==> src/rtl/seq_det_pkg.sv <==
// seq_det_pkg: shared types and helpers for the multi-pattern serial detector.
//   state_t      : detector FSM state (FILL while history warms up, RUN once full)
//   MAX_PAT_LEN  : largest supported pattern length
//   MAX_NUM_PAT  : largest supported number of pattern slots
//   FC_W         : width of the history fill counter (holds 0..MAX_PAT_LEN)
//   prio_enc()   : lowest-set-bit index of a slot vector, 0 when empty
package seq_det_pkg;

    typedef enum logic {
        FILL = 1'b0,
        RUN  = 1'b1
    } state_t;

    localparam int MAX_PAT_LEN = 16;
    localparam int MAX_NUM_PAT = 8;
    localparam int FC_W        = 5;

    // Scans from the top down so the lowest set index is the one that sticks.
    function automatic logic [2:0] prio_enc(input logic [MAX_NUM_PAT-1:0] v);
        logic [2:0] id;
        id = '0;
        for (int i = MAX_NUM_PAT - 1; i >= 0; i--) begin
            if (v[i]) id = 3'(i);
        end
        return id;
    endfunction

endpackage

==> src/rtl/seq_det_cmp.sv <==
// seq_det_cmp: one pattern slot -- the programmable pattern register and its
// comparator against the candidate (next) history value.
// Optional build macro SEQ_DETECT_MASK_EN adds a per-slot don't-care mask.
// Ports:
//   clk, rst  : clock and synchronous active-high reset (pattern/mask -> 0)
//   wr        : write this slot with wdata (and wmask when masking is built in)
//   wdata     : new pattern, bit PAT_LEN-1 is the oldest bit
//   wmask     : (SEQ_DETECT_MASK_EN only) 1 = bit position ignored in compare
//   en        : slot enable, a disabled slot never reports a hit
//   hist_nxt  : history value including the bit being accepted this cycle
//   hit       : combinational compare result
module seq_det_cmp
    import seq_det_pkg::*;
#(
    parameter int PAT_LEN = 4
) (
    input  logic               clk,
    input  logic               rst,
    input  logic               wr,
    input  logic [PAT_LEN-1:0] wdata,
`ifdef SEQ_DETECT_MASK_EN
    input  logic [PAT_LEN-1:0] wmask,
`endif
    input  logic               en,
    input  logic [PAT_LEN-1:0] hist_nxt,
    output logic               hit
);

    logic [PAT_LEN-1:0] pat;
    logic [PAT_LEN-1:0] care;

    always_ff @(posedge clk) begin
        if (rst)     pat <= '0;
        else if (wr) pat <= wdata;
    end

`ifdef SEQ_DETECT_MASK_EN
    logic [PAT_LEN-1:0] mask;

    always_ff @(posedge clk) begin
        if (rst)     mask <= '0;
        else if (wr) mask <= wmask;
    end

    assign care = ~mask;
`else
    assign care = '1;
`endif

    // The register still holds the old pattern during a write cycle, so a bit
    // accepted alongside pat_wr is compared against the previous contents.
    assign hit = en && (((hist_nxt ^ pat) & care) == '0);

endmodule

==> src/rtl/seq_detect_multi.sv <==
// seq_detect_multi: Moore-style serial detector comparing a 1-bit stream
// against NUM_PAT run-time programmable patterns of PAT_LEN bits.
// Optional build macro SEQ_DETECT_MASK_EN adds the pat_mask input.
// Ports:
//   clk, rst   : clock, synchronous active-high reset (clears slots too)
//   in_valid   : xe is accepted this cycle; otherwise all state is frozen
//   xe         : serial data bit
//   overlap    : 1 = keep history after a match, 0 = restart filling
//   pat_wr     : write slot pat_sel with pat_data (sel >= NUM_PAT ignored)
//   pat_sel    : slot index to write
//   pat_data   : pattern, bit PAT_LEN-1 is the first-received bit
//   pat_mask   : (SEQ_DETECT_MASK_EN only) don't-care bits for the write
//   pat_en     : per-slot enable, applies to the bit accepted the same cycle
//   match      : per-slot one-cycle match pulse (registered)
//   match_any  : OR of match
//   match_id   : lowest matching slot index, 0 when none
//   match_cnt  : saturating count of match_any cycles
//   cnt_clr    : clear match_cnt, wins over a same-cycle increment
module seq_detect_multi
    import seq_det_pkg::*;
#(
    parameter int PAT_LEN = 4,
    parameter int NUM_PAT = 4,
    parameter int ID_W    = 3,
    parameter int CNT_W   = 8
) (
    input  logic               clk,
    input  logic               rst,
    input  logic               in_valid,
    input  logic               xe,
    input  logic               overlap,
    input  logic               pat_wr,
    input  logic [ID_W-1:0]    pat_sel,
    input  logic [PAT_LEN-1:0] pat_data,
`ifdef SEQ_DETECT_MASK_EN
    input  logic [PAT_LEN-1:0] pat_mask,
`endif
    input  logic [NUM_PAT-1:0] pat_en,
    output logic [NUM_PAT-1:0] match,
    output logic               match_any,
    output logic [ID_W-1:0]    match_id,
    output logic [CNT_W-1:0]   match_cnt,
    input  logic               cnt_clr
);

    state_t             state, state_nxt;
    logic [PAT_LEN-1:0] hist, hist_shift, hist_nxt;
    logic [FC_W-1:0]    fill_cnt, fill_nxt;
    logic [NUM_PAT-1:0] hit, hit_vld;
    logic               cmp_en;
    logic               any_hit;

    assign hist_shift = {hist[PAT_LEN-2:0], xe};

    // The bit that completes the first full window is compared too, so the
    // compare opens one bit before the FSM actually reaches RUN.
    assign cmp_en  = in_valid && ((state == RUN) || (fill_cnt == FC_W'(PAT_LEN - 1)));
    assign hit_vld = cmp_en ? hit : '0;
    assign any_hit = |hit_vld;

    for (genvar i = 0; i < NUM_PAT; i++) begin : gen_slot
        seq_det_cmp #(
            .PAT_LEN (PAT_LEN)
        ) u_cmp (
            .clk      (clk),
            .rst      (rst),
            .wr       (pat_wr && (pat_sel == ID_W'(i))),
            .wdata    (pat_data),
`ifdef SEQ_DETECT_MASK_EN
            .wmask    (pat_mask),
`endif
            .en       (pat_en[i]),
            .hist_nxt (hist_shift),
            .hit      (hit[i])
        );
    end

    always_ff @(posedge clk) begin
        if (rst) begin
            state    <= FILL;
            hist     <= '0;
            fill_cnt <= '0;
        end else begin
            state    <= state_nxt;
            hist     <= hist_nxt;
            fill_cnt <= fill_nxt;
        end
    end

    always_comb begin
        state_nxt = state;
        hist_nxt  = hist;
        fill_nxt  = fill_cnt;
        if (in_valid) begin
            hist_nxt = hist_shift;
            case (state)
                FILL: begin
                    fill_nxt = fill_cnt + FC_W'(1);
                    if (fill_cnt == FC_W'(PAT_LEN - 1)) state_nxt = RUN;
                end
                RUN:     ;
                default: state_nxt = FILL;
            endcase
            // Non-overlapping mode: a match consumes the whole window.
            if (any_hit && !overlap) begin
                hist_nxt  = '0;
                fill_nxt  = '0;
                state_nxt = FILL;
            end
        end
    end

    // Match outputs are registered; with in_valid low hit_vld is 0, so the
    // pulse lasts exactly one cycle.
    always_ff @(posedge clk) begin
        if (rst) begin
            match     <= '0;
            match_any <= 1'b0;
            match_id  <= '0;
        end else begin
            match     <= hit_vld;
            match_any <= any_hit;
            match_id  <= ID_W'(prio_enc(MAX_NUM_PAT'(hit_vld)));
        end
    end

    always_ff @(posedge clk) begin
        if (rst || cnt_clr)                     match_cnt <= '0;
        else if (any_hit && (match_cnt != '1))  match_cnt <= match_cnt + CNT_W'(1);
    end

endmodule

==> config.mk <==
export PLATFORM = sky130hd
export DESIGN_NAME = seq_detect_multi
export DESIGN_NICKNAME = d
export VERILOG_FILES = /design/src/rtl/seq_det_pkg.sv /design/src/rtl/seq_det_cmp.sv /design/src/rtl/seq_detect_multi.sv
export SDC_FILE = /design/constraint.sdc
export NUM_CORES = 1
export LEC_CHECK = 0
export CAP_MARGIN = 20
export CORE_MARGIN = 5
export CORE_UTILIZATION = 46
export CTS_CLUSTER_DIAMETER = 50
export DETAILED_ROUTE_END_ITERATION = 16
export HOLD_SLACK_MARGIN = 0.02
export PLACE_DENSITY_LB_ADDON = 0.1
export SLEW_MARGIN = 20
export SYNTH_ARGS = -nofsm -noshare
export SYNTH_HDL_FRONTEND = slang
export SYNTH_SLANG_ARGS = --single-unit
export TNS_END_PERCENT = 30
==> constraint.sdc <==
create_clock -name clk -period 2.6 [get_ports clk]
set_input_delay 0.52 -clock clk [delete_from_list [all_inputs] [get_ports clk]]
set_output_delay 0.52 -clock clk [all_outputs]
set_load 0.005 [all_outputs]
* After elaboration in Yosys (flattened, before gate mapping)
Cells that the tools add are included.
** Word-level totals
- Register bits :: 41
- Output and inout bits :: 16
- Word-level logic and storage cells :: 59
** Cells by class
- $add $sub $neg :: 2
- Eq/ne operators :: 6
- Multiplexer cells :: 10
- Bitwise gates (word level) :: 4
- Reductions and logical operators :: 24
** Operators by type and width (count)
- $logic_not A4 Y1 :: 4
- $xor A4 B4 Y4 :: 4
- $logic_and A1 B1 Y1 :: 11
- $mux W5 :: 2
- $add A8 B1 Y8 const B :: 1
- $ne A8 B8 Y1 const B :: 1
- $reduce_or A4 Y1 :: 2
- $eq A3 B2 Y1 const B :: 2
- $add A5 B1 Y5 const B :: 1
- $eq A5 B2 Y1 const B :: 1
- $mux W1 :: 4
- $mux W2 :: 2
- $mux W4 :: 1
- $eq A3 B1 Y1 const B :: 1
- $logic_not A3 Y1 :: 1
- $mux W3 :: 1
- $reduce_or A3 Y1 :: 1
- $logic_or A1 B1 Y1 :: 2
- $ne A2 B1 Y1 const B :: 1
- $reduce_and A2 Y1 :: 1
- $reduce_or A2 Y1 :: 1
- $logic_not A1 Y1 :: 1

* Logic depth before layout (Yosys ltp)
- Depth in word-level cells :: 8
- Depth in mapped cells :: 9
- Depth with buffers taken out :: 7

* Cells and area by module
A second synthesis with hierarchy kept.
** Unflattened totals
- Cell total of the unflattened synthesis :: 205
- Area, all modules :: 1885.6 µm²
** Modules (own cells, without submodules)
- seq_detect_multi :: instances 1, cells each 129, area an instance 1119.8 µm², seq. area each 480.5 µm²
- seq_det_cmp :: instances 4, cells each 19, area an instance 191.4 µm², seq. area each 80.1 µm²

* Worst setup path after synthesis
No wires, ideal clock.
- Path type :: input to register
- From :: in xe
- To :: reg match_cnt[4]
- Arrival time :: 2468 ps
- Slack :: 62 ps
- Stages :: 8
- Buffers on the path :: 2
- Cells stage by stage :: clkbuf_1 > xor2_1 > a2111o_1 > or4_4 > nor4bb_1 > buf_6 > or4_1 > a21oi_1
** Between the ends
- Word-level cells in the longest chain between the ends :: 6
** Ends and longest elaborated chain
- from (decl) :: line seq_detect_multi.sv:30 : input logic xe,
- $xor A4 B4 Y4 :: line seq_det_cmp.sv:52 : assign hit = en && (((hist_nxt ^ pat) & care) == '0);
- $logic_not A4 Y1 :: line seq_det_cmp.sv:52
- $logic_and A1 B1 Y1 :: line seq_det_cmp.sv:52
- $mux W4 * :: line seq_detect_multi.sv:58 : assign hit_vld = cmp_en ? hit : '0;
- $reduce_or A4 Y1 * :: line seq_detect_multi.sv:59 : assign any_hit = |hit_vld;
- $logic_and A1 B1 Y1 * :: line seq_detect_multi.sv:129 : else if (any_hit && (match_cnt != '1)) match_cnt <= match_cnt + CNT_W'(1);
- to (signal assigned) :: line seq_detect_multi.sv:129
- to (decl) :: line seq_detect_multi.sv:42 : output logic [CNT_W-1:0] match_cnt,
Every way passes the cells marked *; elsewhere a longest branch is shown, timed or not.
A chain may end at the register's enable or synchronous reset.

* Worst setup path in the final report
- From :: reg fill_cnt[1]
- To :: reg match_cnt[3]
** Between the ends
- Word-level cells in the longest chain between the ends :: 6
** Ends and longest elaborated chain
- from (decl) :: line seq_detect_multi.sv:48 : logic [FC_W-1:0] fill_cnt, fill_nxt;
- from (signal assigned) :: line seq_detect_multi.sv:86 : fill_cnt <= fill_nxt;
- $eq A5 B2 Y1 :: line seq_detect_multi.sv:57 : assign cmp_en = in_valid && ((state == RUN) || (fill_cnt == FC_W'(PAT_LEN - 1)));
- $logic_or A1 B1 Y1 :: line seq_detect_multi.sv:57
- $logic_and A1 B1 Y1 :: line seq_detect_multi.sv:57
- $mux W4 :: line seq_detect_multi.sv:58
- $reduce_or A4 Y1 :: line seq_detect_multi.sv:59
- $logic_and A1 B1 Y1 :: line seq_detect_multi.sv:129
Every way passes these cells.

==> metrics.md <==
| Metric | Value |
|---|---|
| Outcome | complete, no violations |
| Crit share post-route | 94.1% |
| Mean routed wirelength per cell | 14.8 um |
| NetSw | roughly 280 uW |
| PortBufs | 32 |
| Die Wd | around 73 um |
| Largest net degree at the start of global routing | 33 |
| Final #Nets | 266 |
| Yosys top cell by area | dfxtp_1 |
| Synthesis-to-layout area growth | 30.7% |
| Post-synth EDFFs | 0 |
| Lkg Pwr | ~0.0009 uW |
| Final Setup Violations | 0 |
| Height of the die | roughly 73 um |
| Placed insts | 289 |
| R2r endpoint | match_cnt[3]$_SDFFE_PP0P_ |
| Worst hold path type | flip-flop to flip-flop |
| Max Clk Rate | 0.409 GHz |
| Bufs on Longest Clock Path | 2 |
| Post-Layout Cell Count | just under 300 |
| Initial DRC count | 73 |
| Synthesized instance count | slightly above 200 |
| FF+latch area | roughly 800 um2 |
| First-pass GRT wire length | roughly 7300 um |
| Final min period | about 2.4 ns |
| I/O pin cnt | 34 |
| Maxcap violations | 0 |
| Main flop type after synthesis | dfxtp_1 |
| Ant. Diodes | 0 |
| GP Congestion | around 0.84 |
| Most area-consuming cells after synthesis | dfxtp_1 (43%), mux2i_1 (8.7%), nor2_1 (5.9%) |
| Most numerous cell in the Yosys netlist | dfxtp_1 |
| Layout cells sized above 1 | between 10 and 15% |
| Yosys reg bits | 40 |
| Mux cell area share after synthesis | under 10% |
| Int Pwr | 897 uW |
| Worst rel slew slack | a little under three fifths |
| Vias per inst | between 5 and 6 |
| Cts bufs inserted | 5 |
| Largest fanout on the critical path | 13 |
| Root buf cell | clkbuf_8 |
| GRT overflow | 0 |
| Post-Syn Nets | between 200 and 250 |
| Final Skew | between 0.005 and 0.006 ns |
| Syn_area_per_cell | slightly above 9 um2 |
| DR vias | ~1600 |
| Worst setup path start | fill_cnt[1]$_SDFFE_PP0P_ |
| DRC | 0 |
| Multi-input gate area | about 0.001 mm2 |
| Pre-CTS WS | -0.538 ns |
| DR pass1 iterations | 4 |
| Clk_lat worst skew | approximately 0.29 ns |
| PwrDens | just under 500 mW/mm2 |
| Hold WS | between 0.5 and 0.6 ns |
| Sw Share | a little under a quarter |
| Setup CP Type | flip-flop to flip-flop |
| Slew @ Worst Pin | about 0.65 ns |
| Top cells by count, synth | dfxtp_1 (40), nor2_1 (29), mux2i_1 (16) |
| Initial antenna violation count | 0 |
| Core footprint | between 0.003 and 0.004 mm2 |
| XOR/XNOR Fraction of Synth Area | 3.32% |
| Total Power | 1180 uW |
| Ys Warns | 0 |
| Synth async-reset ratio | 0% |
| Synth cell types | 44 |
| CTS Hold Bufs | 0 |
| Final WL | 4410 um |
| Remaining antenna violation count after routing | 0 |
| Fin util | ~61% |
| Final Hold Viols | 0 |
| Total GRT Usage | 17.5% |
| Crit. End Element | flip-flop |
| R2R setup slack | ~0.15 ns |
| Final Slew Violations | 0 |
| Starting density of the core | a little under half |
| CP arrival | 2.68 ns |
| H-tree levels | 2 |
| Seq pwr share | a little over half |
| Clk pwr share | a little over a third |
| Peak supply drop | 0.000272 V |
| Fillcell total | between 300 and 400 |
| Compound-cell area share of the yosys netlist | between 10 and 15% |
| Worst reg2reg path depth | 7 |
| CTS Sinks | 40 |
| Simple-gate portion of the synthesized area | between 20% and 30% |
| Post-Syn Area | ~0.0018 mm2 |
| Worst setup SP type | flip-flop |
| Critical R2R Launch | fill_cnt[1]$_SDFFE_PP0P_ |
| Final WS setup | ~0.15 ns |
| Power share of the combinational group | about a tenth |
| Number of global-route vias before repair | roughly 1600 |
| CTS tree | done |
| Share of the synthesized area in the top cell type | a little over two fifths |
| CP endpoint | match_cnt[3]$_SDFFE_PP0P_ |
| Row count | 23 |
| Post-synthesis sequential area ratio | a little over two fifths |
| CP required | between 2 and 3 ns |
| Full die area | ~0.0054 mm2 |
| DP HPWL | around 3400 um |
| Synth Area in Adders | approximately 1.4% |
| Worst-path clk slew | 0.07 ns |
| Largest family of logic cells by synthesized area | simple AND/OR/NAND/NOR gates |
[metal layers]
layer	wire [um]	track usage [%]	part of all wire [%]	up-vias
met5	0	0	0	-
met4	90	9.26	2.0	0
met3	268	5.61	6.1	8
met2	2180	29.6	49	56
met1	1870	19.4	42	757
li1	-	-	-	815
[worst max-delay path, cell delays in order (launching register included)]
cell and delay, ns:
dfxtp_1 0.35, ha_2 0.20, nor4b_4 0.28, o21ai_4 0.11
or4_4 0.55, nor4bb_4 0.22, or4_1 0.52, a21oi_1 0.14
[power groups by stage]
stage	registers (uW)	logic (uW)	clock network [uW]
detailed placement	648	116	0
finish	634	118	423
floorplan	645	62.5	0
global placement	647	112	0
CTS	633	117	430
global route	635	130	449
[kinds of logic after synthesis]
logic type,count (synthesis)
buffers and inverters,18
muxes,16
other,1
AOI/OAI and AO/OA,37
adders and majority gates,2
DFF,40
xor gates and xnor gates,7
and+or+nand+nor,83
[timing repair]
item	CTS	global route
setup endpoints to repair	18	6
setup buffers	0	0
gates resized for setup	2	4
pin swaps	0	1
[final cells by class]
class | instances | share of cell area, %
Multi-Input combinational cell | 146 | 41.8
Tap cell | 50 | 2.59
Inverter | 8 | 1.24
Clock buffer | 6 | 3.42
Sequential cell | 40 | 33.2
Clock inverter | 2 | 0.415
Timing Repair Buffer | 45 | 17.4
[flip-flops by register name (all words and copies together) (netlist names)]
register,count
fill_cnt,5
match_any,1
match,4
state,1
hist,3
match_cnt,8
match_id,2
gen_slot.u_cmp.pat,16
[metrics by stage]
stage | cell area, um2 | TNS, ns
global route | 2410 | -0.00859
floorplan | 1850 | 0
finish | 2410 | 0
CTS | 2390 | 0
global placement | 2290 | -5.75
detailed placement | 2290 | -7.36
[cell usage in the layout, fill, tap and decap left out, types with 4 or more instances in the layout]
master	count
nand3_1	4
and3_1	5
clkdlybuf4s50_1	31
nor3_1	4
nor2b_1	7
mux2i_1	16
dfxtp_1	40
clkbuf_8	6
nor2_1	29
a21oi_1	6
buf_4	13
nand2_1	8
inv_1	8
nand2b_1	6
o31ai_1	4
xor2_1	6
[worst min path at each step]
| stage | startpoint | end | slack [ns] | depth (start not counted) |
|---|---|---|---|---|
| 6_report | match_cnt[6]$_SDFFE_PP0P_ | match_cnt[6]$_SDFFE_PP0P_ | 0.51 | 1 |
| 5_1_grt | gen_slot[3].u_cmp.pat[0]$_SDFFE_PP0P_ | gen_slot[3].u_cmp.pat[0]$_SDFFE_PP0P_ | 0.56 | 2 |
| 4_1_cts | match_cnt[6]$_SDFFE_PP0P_ | match_cnt[6]$_SDFFE_PP0P_ | 0.51 | 1 |
| 3_5_place_dp | match_cnt[6]$_SDFFE_PP0P_ | match_cnt[6]$_SDFFE_PP0P_ | 0.50 | 1 |
| 3_3_place_gp | match_cnt[6]$_SDFFE_PP0P_ | match_cnt[6]$_SDFFE_PP0P_ | 0.48 | 1 |
| 2_1_floorplan | match_cnt[6]$_SDFFE_PP0P_ | match_cnt[6]$_SDFFE_PP0P_ | 0.47 | 1 |
(Power assumes the default switching activity.)
